File: src/rtl/aim_layer_sched_pkg.sv
`default_nettype none
// ============================================================================
// Module   : aim_pkg
// Purpose  : Shared widths, FSM state encoding and packed vector types for
//            the AIM ternary layer scheduler.
// Revision : 1.0 - initial release
// ============================================================================
package aim_pkg;

  localparam int ACT_W = 9;
  localparam int WT_W  = 2;
  localparam int RES_W = 12;
  localparam int N_IN  = 8;

  typedef enum logic [2:0] {
    IDLE      = 3'd0,
    FETCH     = 3'd1,
    WAIT_MEM  = 3'd2,
    ISSUE     = 3'd3,
    WAIT_CORE = 3'd4,
    EMIT      = 3'd5
  } state_t;

  // Element [0] sits in the least significant bits (A1 / W1).
  typedef logic [N_IN-1:0][ACT_W-1:0] act_vec_t;
  typedef logic [N_IN-1:0][WT_W-1:0]  wt_row_t;

  // Clamp a negative signed result to zero; positive values pass unchanged.
  function automatic logic [RES_W-1:0] relu_clamp(input logic [RES_W-1:0] v);
    return v[RES_W-1] ? '0 : v;
  endfunction

endpackage
`default_nettype wire

File: src/rtl/aim_sched_timeout.sv
`default_nettype none
// ============================================================================
// Module   : aim_sched_timeout
// Purpose  : Loadable down-counter guarding the wait for the neuron core.
//            Loaded on the cycle the core is issued; o_expire rises
//            CORE_TIMEOUT-1 cycles after the core_start cycle, so the row is
//            emitted CORE_TIMEOUT cycles after core_start.
// Revision : 1.0 - initial release
// ============================================================================
module aim_sched_timeout #(
  parameter int CORE_TIMEOUT = 64
) (
  input  logic clk,
  input  logic rst_n,
  input  logic i_load,
  output logic o_expire
);

  localparam int CNT_W = $clog2(CORE_TIMEOUT + 1);
  localparam logic [CNT_W-1:0] LOAD_VAL = CNT_W'(CORE_TIMEOUT - 1);

  logic [CNT_W-1:0] r_cnt;

  // Reload on issue, then count down to zero and hold there.
  always_ff @(posedge clk) begin
    if (!rst_n) begin
      r_cnt <= '0;
    end else if (i_load) begin
      r_cnt <= LOAD_VAL;
    end else if (r_cnt != '0) begin
      r_cnt <= r_cnt - CNT_W'(1);
    end
  end

  assign o_expire = (r_cnt == '0);

endmodule
`default_nettype wire

File: src/rtl/aim_layer_sched.sv
`default_nettype none
// ============================================================================
// Module   : aim_layer_sched
// Purpose  : Sequences one fully connected ternary layer through a shared
//            8-input AIM neuron core. Rows of all-zero weights skip the core.
//            Optional build macro AIM_SCHED_RELU_EN clamps negative core
//            results to zero.
// Revision : 1.0 - initial release
// ============================================================================
module aim_layer_sched
  import aim_pkg::*;
#(
  parameter int NUM_NEURONS  = 16,
  parameter int IDX_W        = (NUM_NEURONS > 1) ? $clog2(NUM_NEURONS) : 1,
  parameter int CORE_TIMEOUT = 64
) (
  input  logic             clk,
  input  logic             rst_n,
  input  logic             start,
  input  logic [71:0]      act_in,
  output logic             busy,
  output logic             layer_done,
  output logic             err,
  output logic [IDX_W-1:0] wrom_addr,
  output logic             wrom_rd,
  input  logic [15:0]      wrom_data,
  output logic             core_start,
  output logic [71:0]      core_act,
  output logic [15:0]      core_wt,
  input  logic             core_done,
  input  logic [11:0]      core_result,
  output logic             res_valid,
  input  logic             res_ready,
  output logic [11:0]      res_data,
  output logic [IDX_W-1:0] res_idx
);

  state_t           r_state;
  logic [IDX_W-1:0] r_row;
  act_vec_t         r_act;
  wt_row_t          r_wt;
  logic             r_busy;
  logic             r_layer_done;
  logic             r_err;
  logic             r_rd;
  logic             r_core_start;
  logic             r_valid;
  logic [RES_W-1:0] r_res;

  logic             w_tmo_load;
  logic             w_expire;
  logic             w_last;
  logic [RES_W-1:0] w_core_val;

  // The watchdog is armed on the same edge that raises core_start.
  assign w_tmo_load = (r_state == WAIT_MEM) && (wrom_data != '0);
  assign w_last     = (r_row == IDX_W'(NUM_NEURONS - 1));

`ifdef AIM_SCHED_RELU_EN
  assign w_core_val = relu_clamp(core_result);
`else
  assign w_core_val = core_result;
`endif

  aim_sched_timeout #(
    .CORE_TIMEOUT (CORE_TIMEOUT)
  ) u_timeout (
    .clk      (clk),
    .rst_n    (rst_n),
    .i_load   (w_tmo_load),
    .o_expire (w_expire)
  );

  // Layer sequencer: fetch row, optionally run the core, emit, advance.
  always_ff @(posedge clk) begin
    if (!rst_n) begin
      r_state      <= IDLE;
      r_row        <= '0;
      r_act        <= '0;
      r_wt         <= '0;
      r_busy       <= 1'b0;
      r_layer_done <= 1'b0;
      r_err        <= 1'b0;
      r_rd         <= 1'b0;
      r_core_start <= 1'b0;
      r_valid      <= 1'b0;
      r_res        <= '0;
    end else begin
      r_rd         <= 1'b0;
      r_core_start <= 1'b0;
      r_layer_done <= 1'b0;
      case (r_state)
        IDLE: begin
          if (start) begin
            r_act   <= act_in;
            r_row   <= '0;
            r_err   <= 1'b0;
            r_busy  <= 1'b1;
            r_rd    <= 1'b1;
            r_state <= FETCH;
          end
        end
        FETCH: begin
          r_state <= WAIT_MEM;
        end
        WAIT_MEM: begin
          r_wt <= wrom_data;
          if (wrom_data == '0) begin
            r_res   <= '0;
            r_valid <= 1'b1;
            r_state <= EMIT;
          end else begin
            r_core_start <= 1'b1;
            r_state      <= ISSUE;
          end
        end
        ISSUE: begin
          r_state <= WAIT_CORE;
        end
        WAIT_CORE: begin
          // core_done has priority over a coincident expiry.
          if (core_done) begin
            r_res   <= w_core_val;
            r_valid <= 1'b1;
            r_state <= EMIT;
          end else if (w_expire) begin
            r_err   <= 1'b1;
            r_res   <= '0;
            r_valid <= 1'b1;
            r_state <= EMIT;
          end
        end
        EMIT: begin
          if (r_valid && res_ready) begin
            r_valid <= 1'b0;
            if (w_last) begin
              r_layer_done <= 1'b1;
              r_busy       <= 1'b0;
              r_state      <= IDLE;
            end else begin
              r_row   <= r_row + IDX_W'(1);
              r_rd    <= 1'b1;
              r_state <= FETCH;
            end
          end
        end
        default: begin
          r_state <= IDLE;
        end
      endcase
    end
  end

  assign busy       = r_busy;
  assign layer_done = r_layer_done;
  assign err        = r_err;
  assign wrom_addr  = r_row;
  assign wrom_rd    = r_rd;
  assign core_start = r_core_start;
  assign core_act   = r_act;
  assign core_wt    = r_wt;
  assign res_valid  = r_valid;
  assign res_data   = r_res;
  assign res_idx    = r_row;

endmodule
`default_nettype wire

File: config.mk
export PLATFORM = sky130hd
export DESIGN_NAME = aim_layer_sched
export DESIGN_NICKNAME = d
export VERILOG_FILES = /design/src/rtl/aim_layer_sched_pkg.sv /design/src/rtl/aim_sched_timeout.sv /design/src/rtl/aim_layer_sched.sv
export SDC_FILE = /design/constraint.sdc
export NUM_CORES = 1
export LEC_CHECK = 0
export ABC_CLOCK_PERIOD_IN_PS = 2230
export CAP_MARGIN = 0
export CORE_ASPECT_RATIO = 1.4
export CORE_UTILIZATION = 37
export DETAILED_ROUTE_END_ITERATION = 12
export PLACE_DENSITY = 0.77
export SLEW_MARGIN = 25
export SYNTH_ARGS = -nofsm -noshare
export SYNTH_HDL_FRONTEND = slang
export SYNTH_HIERARCHICAL = 1
export SYNTH_SLANG_ARGS = --single-unit
File: constraint.sdc
create_clock -name clk -period 2.23 [get_ports clk]
set_input_delay 0.3345 -clock clk [delete_from_list [all_inputs] [get_ports clk]]
set_output_delay 0.3345 -clock clk [all_outputs]
set_load 0.02 [all_outputs]
---- Word level (Yosys, flattened, before mapping) ----
Index checks and enable logic that the tools add are counted.
storage, ports and cells
  flip-flop bits (word level) ............. 120
  input bits .............................. 105
  word-level logic and storage cells ...... 101
  output and inout bits ................... 114
cells by class
  bitwise logic cells ..................... 1
  $add $sub $neg .......................... 2
  reduce and logical (&&, ||, !) cells .... 22
  eq/ne operators ......................... 14
  muxes and demuxes ....................... 35
operators by type and width
  cell                   count
  $mux W12               3
  $pmux W12 S2           1
  $pmux W3 S6            1
  $logic_not A16 Y1      1
  $reduce_and A4 Y1      4
  $reduce_bool A16 Y1    1
  $mux W1                15
  $mux W3                5
  $mux W4                3
  $mux W6                2
  $ne A2 B2 Y1 const B   5
  $reduce_and A3 Y1      3
  $pmux W4 S2            1
  $reduce_bool A2 Y1     4
  $logic_not A7 Y1       1
  $reduce_bool A7 Y1     1
  $sub A7 B1 Y7 const B  1
  $eq A3 B2 Y1 const B   2
  $eq A3 B3 Y1 const B   2
  $pmux W1 S2            3
  $add A4 B1 Y4 const B  1
  $eq A4 B4 Y1 const B   1
  $ne A2 B1 Y1 const B   2
  $reduce_and A2 Y1      2
  8 further kinds        9

---- Longest topological paths before layout ----
  word-level depth ........................ 4
  depth in mapped cells ................... 11
  mapped depth without buffers ............ 8

---- Cells and area by module ----
The synthesis kept the hierarchy.
modules (own cells, without submodules)
  module             cells each  times used  seq. area each (µm²)  area an instance (µm²)
  aim_layer_sched    547         1           2262.2                4295.4
  aim_sched_timeout  48          1           140.1                 421.7

---- Least setup slack after synthesis ----
Ideal clock, no wire load.
  path type ............................... register to register
  start point ............................. register u_timeout.r_cnt[0]
  end point ............................... register r_res[2], in the netlist res_data[2]
  library setup time ...................... 0.120 ns
  required time ........................... 2.110 ns
  clock period less this slack ............ 2.289 ns
  path slack .............................. -0.059 ns
  buffers on the path ..................... 2
  stages on the path, launching flop included .. 11
  arrival ................................. 2.169 ns
  path through ............................ dfxtp_1 -> inv_1 -> ha_1 -> or4b_2 -> buf_2 -> nor3_1 -> nor2_1 -> o21ba_2 -> buf_2 -> nor3_1 -> a21oi_1
between the ends
  cells in the longest elaborated chain, start to end .. 3
RTL lines
  element                             line                     RTL
  start, declared                     aim_sched_timeout.sv:22  logic [CNT_W-1:0] r_cnt;
  start signal, assigned              aim_sched_timeout.sv:31  r_cnt <= r_cnt - CNT_W'(1);
  $logic_not A7 Y1                    aim_sched_timeout.sv:35  assign o_expire = (r_cnt == '0);
  via w_expire                        aim_layer_sched.sv:51    logic w_expire;
  $ne A3 B2 Y1 (no source line)       --
  $reduce_and A3 Y1 (no source line)  --
  end signal, assigned                aim_layer_sched.sv:123   r_res <= w_core_val;
  end, declared                       aim_layer_sched.sv:48    logic [RES_W-1:0] r_res;
The timed path passes the listed nets, and every way through them passes these cells.
A chain may end at the register's enable or synchronous reset.

---- Worst setup path after layout ----
  start point ............................. register u_timeout.r_cnt[0]
  end point ............................... register r_res[4], in the netlist res_data[4]
The elaborated chain is that of the path after synthesis.

==> reports/metrics.cfg <==
[status]
result_of_the_run = finished, final reports clean

[synthesis]
synthFlopType = dfxtp_1
post_synth_instance_area_mm2 = 0.00472
synth.cells.most_frequent = nand2_1, dfxtp_1, a21oi_1
synth_warnings = 6
post-synth-top-area-fraction_pct = 50.9
synth.lib_cells_used.distinct = 45
synth.ff_latch_count = 120
synth_area_per_cell_um2 = 7.93
synth_most_common_cell = nand2_1
async_reset_ff_share_pct = 0
synthDominantAreaCellType = dfxtp_1
synth_cells = 595
synth-edff-count = 0
syn-num-nets = 703
seq_area_frac_synth_pct = 50.9
ys_top_cells_by_area = dfxtp_1, nand2_1, a21oi_1

[setup_path]
worstSetupStartpointType = flop
cp_class = flop to flop
r2r_cells = 8
critical_path.cell_chain = inv_1 -> ha_1 -> or4b_4 -> nor3_4 -> nor2_1 -> o21ba_4 -> nor3_1 -> a21oi_1
regToRegEndpoint = res_data[4]
worst-endpoint-required_ps = 2510
slowest_stage = or4b_4
cp_max_fo = 13
cp_data_arrival_time_ps = 2280
worstSetupEndpointType = flop
reg2reg_slack_ps = 230
cpPeakStageDelay_ps = 490
r2r_start = u_timeout/r_cnt[0]

[timing]
grt_setup_unrepaired = no
relSlewSlack_pct = 60.8
max_freq_mhz = 500
min_period_ps = 2000
tightestPinTransition_ps = 587
finalSetupTns_ps = 0
fin_worst_skew_ps = 4.91
timing_hold_violations_final = 0
fin_crit_sh_pct = 89.7
final_max_slew_viol_count = 0
setup_viol = 0

[finish]
drive_gt1_share_pct = 7.36
fillCellCount = 1076
area_overhead_vs_synth_pct = 62.0
diodes = 0
layout.nets = 910
final_util_pct = 61.8

[grt]
wire_length_of_the_first_global_routing_pass_mm = 22.8
globalRouteTotalUtil_pct = 21.6
grt-ovfl-total = 0
antenna_found_initial = 0
grt_pass1_vias = 4726
grt_start_max_net_pins = 74

[power]
power-per-cell-area_mw_per_mm2 = 877
leakage_nw = 2.79
vdd.ir_drop.worst_v = 0.000423
total_power_mw = 6.70

[drt]
ant_nets = 0
detail_route.wirelength_mm = 14.7
drt-initial-drc-count = 176
routed_wire_length_per_instance_um = 15.2
dr.pass1.iters = 5
post-route-drc-count = 0
via_to_cell_ratio = 5.09
num_vias = 4908

[job]
maxCapViolations = 0

[floorplanning]
floorplan.die.width_um = 97.4
die-height_um = 136
core.rowCount = 48
boundaryPins = 219
die_area_mm2 = 0.0132
initial_utilization_pct = 38.1
coreArea_mm2 = 0.0124

[clocking]
cts_sinks = 120
cts.reportedPaths.clkPinSlew_ps = 60
cts_max_path_buffers = 2
clockRootBuffer = clkbuf_16
clock_tree.htree_level_count = 4
tritoncts.num_buffers = 17
tritoncts = done
cts_hold_buffers = 0
source_to_sink_clock_delay_at_the_later_pin_of_the_worst_skew_pair_ps = 400

[place]
detailedPlacementHpwl_mm = 10.5
place.port_buffers = 218
placer_congestion = 0.825

[min_path]
min-delay-path-class = flop to flop
min_delay_path_depth = 2
whs_endpoint = core_act[58]
holdCritStartpoint = core_act[58]

[routing by layer]
layer  track usage, %  up-vias  wire (um)
met5                0        -          0
met4             9.89        0        344
met3             5.01       22        805
met2             39.9      173       7800
met1             23.2     2291       5770
li1                 -     2422          -
[logic make-up after synthesis]
kind of cell | after synthesis | share of synthesized area [%]
compound gates | 147 | 17.0
xor+xnor | 1 | 0.186
fa+ha+maj | 3 | 0.796
buf+inv | 55 | 5.81
flops | 120 | 50.9
simple gates | 268 | 25.1
mux | 1 | 0.212
[through the flow]
step	area, um2	instances	hold WS [ps]	worst slack, ps
2_1_floorplan	4720	595	455	9.68
3_3_place_gp	7020	933	441	78.9
3_5_place_dp	7020	933	446	27.1
4_1_cts	7620	965	454	23.2
5_1_grt	7640	965	472	129
6_report	7640	965	451	230
[report_power, final]
part	switching, mW	internal (mW)	total [mW]
Clock	0.990	1.71	2.70
Combinational	0.775	0.723	1.50
Sequential	0.166	2.34	2.50
[placed cells by master, fill, tap and decap left out, types with 4 or more instances in the layout]
cell type,Yosys,routed
dfxtp_1,120,120
clkbuf_16,0,17
nor2_1,7,7
and3_1,4,4
o21ai_0,21,21
nand3_1,4,4
inv_1,9,8
nor4_1,8,8
buf_4,7,12
nand2b_1,4,4
nor3_1,28,26
nand2_1,193,193
clkdlybuf4s50_1,0,218
a21oi_1,105,105
buf_12,0,4
clkinv_4,0,4
[state kept, by name (all words and copies together) (netlist names)]
signal,cells
busy,1
core_act,72
core_start,1
core_wt,16
err,1
layer_done,1
r_state,3
res_data,12
res_idx,4
res_valid,1
u_timeout/r_cnt,7
wrom_rd,1
[timing repair]
action	CTS	global route
gates resized for setup	0	4
setup buffers	0	0
endpoints found under the setup margin	0	13
[critical path: cells and delay by family (launching register included)]
family                     cells  cell delay, ps
buffers and inverters          1             110
AOI/OAI and AO/OA              2             350
adders and majority gates      1             180
and+or+nand+nor                4             930
DFF                            1             310
[area by class of cell]
class | count | area (um2) | area share [%]
Inverter | 9 | 33.8 | 0.442
Clock buffer | 19 | 453 | 5.93
Sequential cell | 120 | 2400 | 31.4
Timing Repair Buffer | 234 | 2350 | 30.8
Clock inverter | 13 | 145 | 1.90
Tap cell | 150 | 188 | 2.46
Multi-Input combinational cell | 420 | 2070 | 27.1
[worst max path at each step]
stage	from	to	depth (start not counted)
CTS	u_timeout/r_cnt[0]	res_data[5]	8
finish	u_timeout/r_cnt[0]	res_data[4]	8
floorplan	u_timeout/r_cnt[0]	res_data[2]	10
detailed placement	wrom_data[7]	u_timeout/r_cnt[0]	7
global route	u_timeout/r_cnt[0]	res_data[5]	8
global placement	wrom_data[7]	u_timeout/r_cnt[1]	7
Note: power is estimated with default switching activity, not from simulation.
